## config.mk

```make
export PLATFORM = sky130hd
export DESIGN_NAME = control_unit
export DESIGN_NICKNAME = d
export VERILOG_FILES = /design/src/rtl/control_unit.sv
export SDC_FILE = /design/constraint.sdc
export NUM_CORES = 1
export LEC_CHECK = 0
export BUFFER_PORTS_ARGS = -buffer_cell sky130_fd_sc_hd__buf_2
export CAP_MARGIN = 30
export CORE_ASPECT_RATIO = 0.6
export CORE_MARGIN = 8
export CORE_UTILIZATION = 48
export DETAILED_ROUTE_END_ITERATION = 6
export PLACE_DENSITY = 0.74
export SYNTH_ARGS = -nofsm -noshare
export SYNTH_HDL_FRONTEND = slang
export SYNTH_SLANG_ARGS = --single-unit
```

## constraint.sdc

```tcl
create_clock -name Clk -period 4.85 [get_ports Clk]
set_input_delay 0 -clock Clk [delete_from_list [all_inputs] [get_ports Clk]]
set_output_delay 0 -clock Clk [all_outputs]
set_load 0.005 [all_outputs]
```

## src/rtl/control_unit.sv

```systemverilog
// Moore control FSM: sequences fetch, decode and execute phases of the 8-bit CPU
// and drives the datapath register enables, bus selects, ALU select and memory write.
module control_unit (
  input  logic       Clk,
  input  logic       Reset,
  input  logic [7:0] IR,
  input  logic [3:0] CCR_Result,
  output logic       IR_Load,
  output logic       MAR_Load,
  output logic       PC_Load,
  output logic       PC_Inc,
  output logic       A_Load,
  output logic       B_Load,
  output logic       CCR_Load,
  output logic [2:0] ALU_Sel,
  output logic [1:0] Bus1_Sel,
  output logic [1:0] Bus2_Sel,
  output logic       write
);

  localparam logic [7:0] OP_LDA_IMM = 8'h86, OP_LDA_DIR = 8'h87;
  localparam logic [7:0] OP_LDB_IMM = 8'h88, OP_LDB_DIR = 8'h89;
  localparam logic [7:0] OP_STA_DIR = 8'h96, OP_STB_DIR = 8'h97;
  localparam logic [7:0] OP_ADD_AB  = 8'h42, OP_SUB_AB  = 8'h43;
  localparam logic [7:0] OP_AND_AB  = 8'h44, OP_OR_AB   = 8'h45;
  localparam logic [7:0] OP_INCA    = 8'h46, OP_INCB    = 8'h47;
  localparam logic [7:0] OP_DECA    = 8'h48, OP_DECB    = 8'h49;
  localparam logic [7:0] OP_BRA     = 8'h20, OP_BMI     = 8'h21;
  localparam logic [7:0] OP_BEQ     = 8'h23, OP_BNE     = 8'h24;
  localparam logic [7:0] OP_BCS     = 8'h27;

  localparam logic [2:0] ALU_ADD = 3'b000, ALU_SUB = 3'b001, ALU_AND = 3'b010;
  localparam logic [2:0] ALU_OR  = 3'b011, ALU_INCA = 3'b100, ALU_DECA = 3'b101;
  localparam logic [2:0] ALU_INCB = 3'b110, ALU_DECB = 3'b111;

  localparam logic [1:0] BUS1_PC = 2'b00, BUS1_A = 2'b01, BUS1_B = 2'b10;
  localparam logic [1:0] BUS2_ALU = 2'b00, BUS2_BUS1 = 2'b01, BUS2_MEM = 2'b10;

  // ALU operations get one state each so ALU_Sel is a pure function of state
  typedef enum logic [5:0] {
    S_FETCH_0, S_FETCH_1, S_FETCH_2, S_DECODE_3,
    S_LDA_IMM_4, S_LDA_IMM_5, S_LDA_IMM_6,
    S_LDA_DIR_4, S_LDA_DIR_5, S_LDA_DIR_6, S_LDA_DIR_7, S_LDA_DIR_8,
    S_LDB_IMM_4, S_LDB_IMM_5, S_LDB_IMM_6,
    S_LDB_DIR_4, S_LDB_DIR_5, S_LDB_DIR_6, S_LDB_DIR_7, S_LDB_DIR_8,
    S_STA_DIR_4, S_STA_DIR_5, S_STA_DIR_6, S_STA_DIR_7,
    S_STB_DIR_4, S_STB_DIR_5, S_STB_DIR_6, S_STB_DIR_7,
    S_ADD_AB_4, S_SUB_AB_4, S_AND_AB_4, S_OR_AB_4,
    S_INCA_4, S_INCB_4, S_DECA_4, S_DECB_4,
    S_BR_4, S_BR_5, S_BR_6, S_BR_NT_4
  } state_t;

  state_t state, next_state;

  always_ff @(posedge Clk or negedge Reset) begin
    if (!Reset) state <= S_FETCH_0;
    else        state <= next_state;
  end

  always_comb begin
    next_state = S_FETCH_0;
    IR_Load    = 1'b0;
    MAR_Load   = 1'b0;
    PC_Load    = 1'b0;
    PC_Inc     = 1'b0;
    A_Load     = 1'b0;
    B_Load     = 1'b0;
    CCR_Load   = 1'b0;
    ALU_Sel    = ALU_ADD;
    Bus1_Sel   = BUS1_PC;
    Bus2_Sel   = BUS2_ALU;
    write      = 1'b0;

    case (state)
      S_FETCH_0:   next_state = S_FETCH_1;
      S_FETCH_1:   next_state = S_FETCH_2;
      S_FETCH_2:   next_state = S_DECODE_3;
      S_DECODE_3: begin
        // Branch conditions are sampled only here; IR is ignored in every other state
        case (IR)
          OP_LDA_IMM: next_state = S_LDA_IMM_4;
          OP_LDA_DIR: next_state = S_LDA_DIR_4;
          OP_LDB_IMM: next_state = S_LDB_IMM_4;
          OP_LDB_DIR: next_state = S_LDB_DIR_4;
          OP_STA_DIR: next_state = S_STA_DIR_4;
          OP_STB_DIR: next_state = S_STB_DIR_4;
          OP_ADD_AB:  next_state = S_ADD_AB_4;
          OP_SUB_AB:  next_state = S_SUB_AB_4;
          OP_AND_AB:  next_state = S_AND_AB_4;
          OP_OR_AB:   next_state = S_OR_AB_4;
          OP_INCA:    next_state = S_INCA_4;
          OP_INCB:    next_state = S_INCB_4;
          OP_DECA:    next_state = S_DECA_4;
          OP_DECB:    next_state = S_DECB_4;
          OP_BRA:     next_state = S_BR_4;
          OP_BMI:     next_state = CCR_Result[3]  ? S_BR_4 : S_BR_NT_4;
          OP_BEQ:     next_state = CCR_Result[2]  ? S_BR_4 : S_BR_NT_4;
          OP_BNE:     next_state = !CCR_Result[2] ? S_BR_4 : S_BR_NT_4;
          OP_BCS:     next_state = CCR_Result[0]  ? S_BR_4 : S_BR_NT_4;
          default:    next_state = S_FETCH_0;
        endcase
      end
      S_LDA_IMM_4: next_state = S_LDA_IMM_5;
      S_LDA_IMM_5: next_state = S_LDA_IMM_6;
      S_LDA_DIR_4: next_state = S_LDA_DIR_5;
      S_LDA_DIR_5: next_state = S_LDA_DIR_6;
      S_LDA_DIR_6: next_state = S_LDA_DIR_7;
      S_LDA_DIR_7: next_state = S_LDA_DIR_8;
      S_LDB_IMM_4: next_state = S_LDB_IMM_5;
      S_LDB_IMM_5: next_state = S_LDB_IMM_6;
      S_LDB_DIR_4: next_state = S_LDB_DIR_5;
      S_LDB_DIR_5: next_state = S_LDB_DIR_6;
      S_LDB_DIR_6: next_state = S_LDB_DIR_7;
      S_LDB_DIR_7: next_state = S_LDB_DIR_8;
      S_STA_DIR_4: next_state = S_STA_DIR_5;
      S_STA_DIR_5: next_state = S_STA_DIR_6;
      S_STA_DIR_6: next_state = S_STA_DIR_7;
      S_STB_DIR_4: next_state = S_STB_DIR_5;
      S_STB_DIR_5: next_state = S_STB_DIR_6;
      S_STB_DIR_6: next_state = S_STB_DIR_7;
      S_BR_4:      next_state = S_BR_5;
      S_BR_5:      next_state = S_BR_6;
      default:     next_state = S_FETCH_0;
    endcase

    case (state)
      S_FETCH_0, S_LDA_IMM_4, S_LDA_DIR_4, S_LDB_IMM_4, S_LDB_DIR_4,
      S_STA_DIR_4, S_STB_DIR_4, S_BR_4: begin
        Bus1_Sel = BUS1_PC;
        Bus2_Sel = BUS2_BUS1;
        MAR_Load = 1'b1;
      end
      S_FETCH_1, S_LDA_IMM_5, S_LDA_DIR_5, S_LDB_IMM_5, S_LDB_DIR_5,
      S_STA_DIR_5, S_STB_DIR_5, S_BR_NT_4: PC_Inc = 1'b1;
      S_FETCH_2: begin
        Bus2_Sel = BUS2_MEM;
        IR_Load  = 1'b1;
      end
      S_LDA_IMM_6, S_LDA_DIR_8: begin
        Bus2_Sel = BUS2_MEM;
        A_Load   = 1'b1;
      end
      S_LDB_IMM_6, S_LDB_DIR_8: begin
        Bus2_Sel = BUS2_MEM;
        B_Load   = 1'b1;
      end
      // Operand byte holds the direct address; reload MAR from memory
      S_LDA_DIR_6, S_LDB_DIR_6, S_STA_DIR_6, S_STB_DIR_6: begin
        Bus2_Sel = BUS2_MEM;
        MAR_Load = 1'b1;
      end
      S_STA_DIR_7: begin
        Bus1_Sel = BUS1_A;
        write    = 1'b1;
      end
      S_STB_DIR_7: begin
        Bus1_Sel = BUS1_B;
        write    = 1'b1;
      end
      S_BR_6: begin
        Bus2_Sel = BUS2_MEM;
        PC_Load  = 1'b1;
      end
      S_ADD_AB_4: begin ALU_Sel = ALU_ADD;  A_Load = 1'b1; CCR_Load = 1'b1; end
      S_SUB_AB_4: begin ALU_Sel = ALU_SUB;  A_Load = 1'b1; CCR_Load = 1'b1; end
      S_AND_AB_4: begin ALU_Sel = ALU_AND;  A_Load = 1'b1; CCR_Load = 1'b1; end
      S_OR_AB_4:  begin ALU_Sel = ALU_OR;   A_Load = 1'b1; CCR_Load = 1'b1; end
      S_INCA_4:   begin ALU_Sel = ALU_INCA; A_Load = 1'b1; CCR_Load = 1'b1; end
      S_DECA_4:   begin ALU_Sel = ALU_DECA; A_Load = 1'b1; CCR_Load = 1'b1; end
      S_INCB_4:   begin ALU_Sel = ALU_INCB; B_Load = 1'b1; CCR_Load = 1'b1; end
      S_DECB_4:   begin ALU_Sel = ALU_DECB; B_Load = 1'b1; CCR_Load = 1'b1; end
      default: ;
    endcase
  end

endmodule

```

==> metrics.csv <==
stage,metric,value,unit
cells_and_area,layout_common_cells,"27 x buf_2, 19 x nor2_1, 18 x nand2_1, 12 x a21oi_1, 9 x nand2b_1",
yosys,yosysWarningCount,0,
run,max_cap_viol_count,0,
setup_path,cp_top_family,flip-flops,
sta,slew_headroom,0.490,
drt,drt-vias-per-instance,6.35,
pwr,power.total,0.460,mW
clock_network,clk_pin_slew,0.04,ns
clock_network,clock_latency,0.23,ns
sta,final_hold_viol_count,0,
sta,skew,0.00292,ns
cells_and_area,layout.nets,194,
cells_and_area,drive_above_1_share,0.208,
clock_network,cts_buffer_depth,2,
hold_path,hold_class,in2async,
clock_network,clock_sinks,6,
clock_network,postCtsSetupBuffers,0,
setup_path,start_kind,register,
cells_and_area,top_register,state,
sta,setup_tns,0,ns
global_route,grt.total_usage,0.169,
yosys,synth-seq-cells,6,
clock_network,cts_resized,0,
setup_path,ff2ff_path_depth,5,
clock_network,cts_buffers,3,
global_route,antenna_found_initial,0,
yosys,synth_compound_area_frac,0.360,
setup_path,crit_path_cell_trace,"inv_1, a2bb2oi_1, o22ai_1, a21oi_1, o32ai_1, buf_2",
yosys,synthFlopType,dfrtp_1,
yosys,synth.area.mux_share,0.0190,
cells_and_area,final_cells,208,
global_route,grt-ovfl-total,0,
clock_network,cts_tree,yes,
sta,postLayoutSetupSlackWorst,2.92,ns
sta,tightestPinTransition,0.765,ns
setup_path,endpoint_kind,output pin,
floorplan,ios,29,
setup_path,cp.required,4.85,ns
yosys,synthAdderAreaFrac,0,
placement,numPortBuffers,27,
sta,grt_setup_unrepaired,false,
global_route,grt_pass1_vias,1203,
yosys,synth_cell_types,47,
floorplan,start_util,0.496,
cells_and_area,largest_reg_flops,6,
drt,drc,0,
yosys,synth_xor_xnor_area_share,0.0249,
setup_path,crit_cells,6,
yosys,synth_fp_nets,178,
global_route,grt_pass1_wl,5670,µm
cells_and_area,largest_registers,state (6),
yosys,syn_inst,164,
cells_and_area,area_delta_synth_final,14.5,%
outcome,status,completed,
yosys,avgSynthCellArea,6.44,µm²
sta,setup_violations,0,
yosys,syn_area,1060,µm²
placement,hpwl,2430,µm
yosys,ys_seq_area_frac,0.142,
floorplan,rows,13,
floorplan,die_area,4010,µm²
yosys,synth_edf_count,0,
pwr,powerDensity,380,nW/µm²
clock_network,clock-root-buffer,clkbuf_8,
placement,preCtsSetupSlack,3.06,ns
floorplan,die_h,52.3,µm
global_route,grt_max_degree,27,
drt,drt_iter0_markers,223,
setup_path,cp_slowest_cell,dfrtp_1,
placement,gp_congestion,0.854,
setup_path,crit_buf_inv,2,
drt,wl,3330,µm
yosys,synth_top_family_by_area,simple AND/OR/NAND/NOR gates,
yosys,synthArstFlopShare,1.00,
pwr,ir_drop,0.000117,V
sta,slew_viol_final,0,
sta,period_minus_slack,1.93,ns
cells_and_area,antenna_cells,0,
setup_path,cp_max_fo,26,
sta,hold-worst-slack,0.132,ns
drt,post_drt_wl_per_cell,16.0,µm
pwr,power_leakage,0.482,nW
setup_path,max_stage_delay,0.83,ns
clock_network,htreeDepth,1,
floorplan,die_x,76.6,µm
cells_and_area,final_common_cell,buf_2,
setup_path,worstSetupPathType,reg2out,
sta,min_period_over_period,0.398,
placement,place_inst,204,
setup_path,critPathArrivalTime,1.93,ns
drt,drtAntennaViolNets,0,
drt,vias,1320,
yosys,synth-simple-area-share,0.372,
floorplan,core,2130,µm²
sta,max_freq,0.518,GHz
drt,first_pass_iters,4,
==> power breakdown <==
part	internal (mW)	leakage, nW	switching (mW)
sequential	0.0632	0.0792	0.0677
combinational	0.114	0.381	0.137
clock	0.0535	0.0216	0.0238
total	0.231	0.482	0.229
==> layer usage <==
| layer | share of wire | global-route usage |
|---|---|---|
| met5 | 0 | 0 |
| met1 | 0.46 | 0.232 |
| met4 | 0.010 | 0.0316 |
| met2 | 0.43 | 0.255 |
| met3 | 0.097 | 0.0514 |
==> logic make-up after synthesis <==
logic type | Yosys count
mux | 2
compound gates | 57
buf+inv | 21
simple gates | 75
flops | 6
xor+xnor | 3
==> synth_stat cells, drive strengths merged (4+ instances only) <==
master | count | area [µm²]
inv | 4 | 15.0
dfrtp | 6 | 150
nand2 | 18 | 67.6
buf | 4 | 22.5
nor2 | 19 | 71.3
clkbuf | 13 | 48.8
nand3 | 4 | 20.0
a21oi | 12 | 60.1
o22ai | 7 | 43.8
o21ai | 11 | 58.8
nor3 | 7 | 35.0
nand2b | 9 | 56.3
==> per-stage QoR <==
| step | util | area [µm²] |
|---|---|---|
| 2_1_floorplan | - | 1060 |
| 3_3_place_gp | 0.543 | 1160 |
| 3_5_place_dp | 0.543 | 1160 |
| 4_1_cts | 0.567 | 1210 |
| 5_1_grt | 0.567 | 1210 |
| 6_report | 0.567 | 1210 |
==> final cells by class <==
cell class	instances	area [µm²]
fillers	212	922
repair buffers	28	145
inverters	4	15.0
flip-flops and latches	6	150
multi-input cells	137	820
well taps	30	37.5
clock buffers	3	41.3
==> timing repair <==
action,4_1_cts,5_1_grt
hold buffers,1,0
endpoints found under the setup margin,0,0
endpoints found under the hold margin,6,0
==> worst paths after layout <==
kind                                from        to  slack, ns
max in group asynchronous          Reset  state[3]       4.57
worst min register to register  state[5]  state[4]       0.84
worst max register to register  state[2]  state[2]       2.93
worst max-delay path            state[2]  MAR_Load       2.92
min in group Clk                   IR[5]  state[4]       0.19
worst min-delay path               Reset  state[5]       0.13
(Power assumes the default switching activity.)
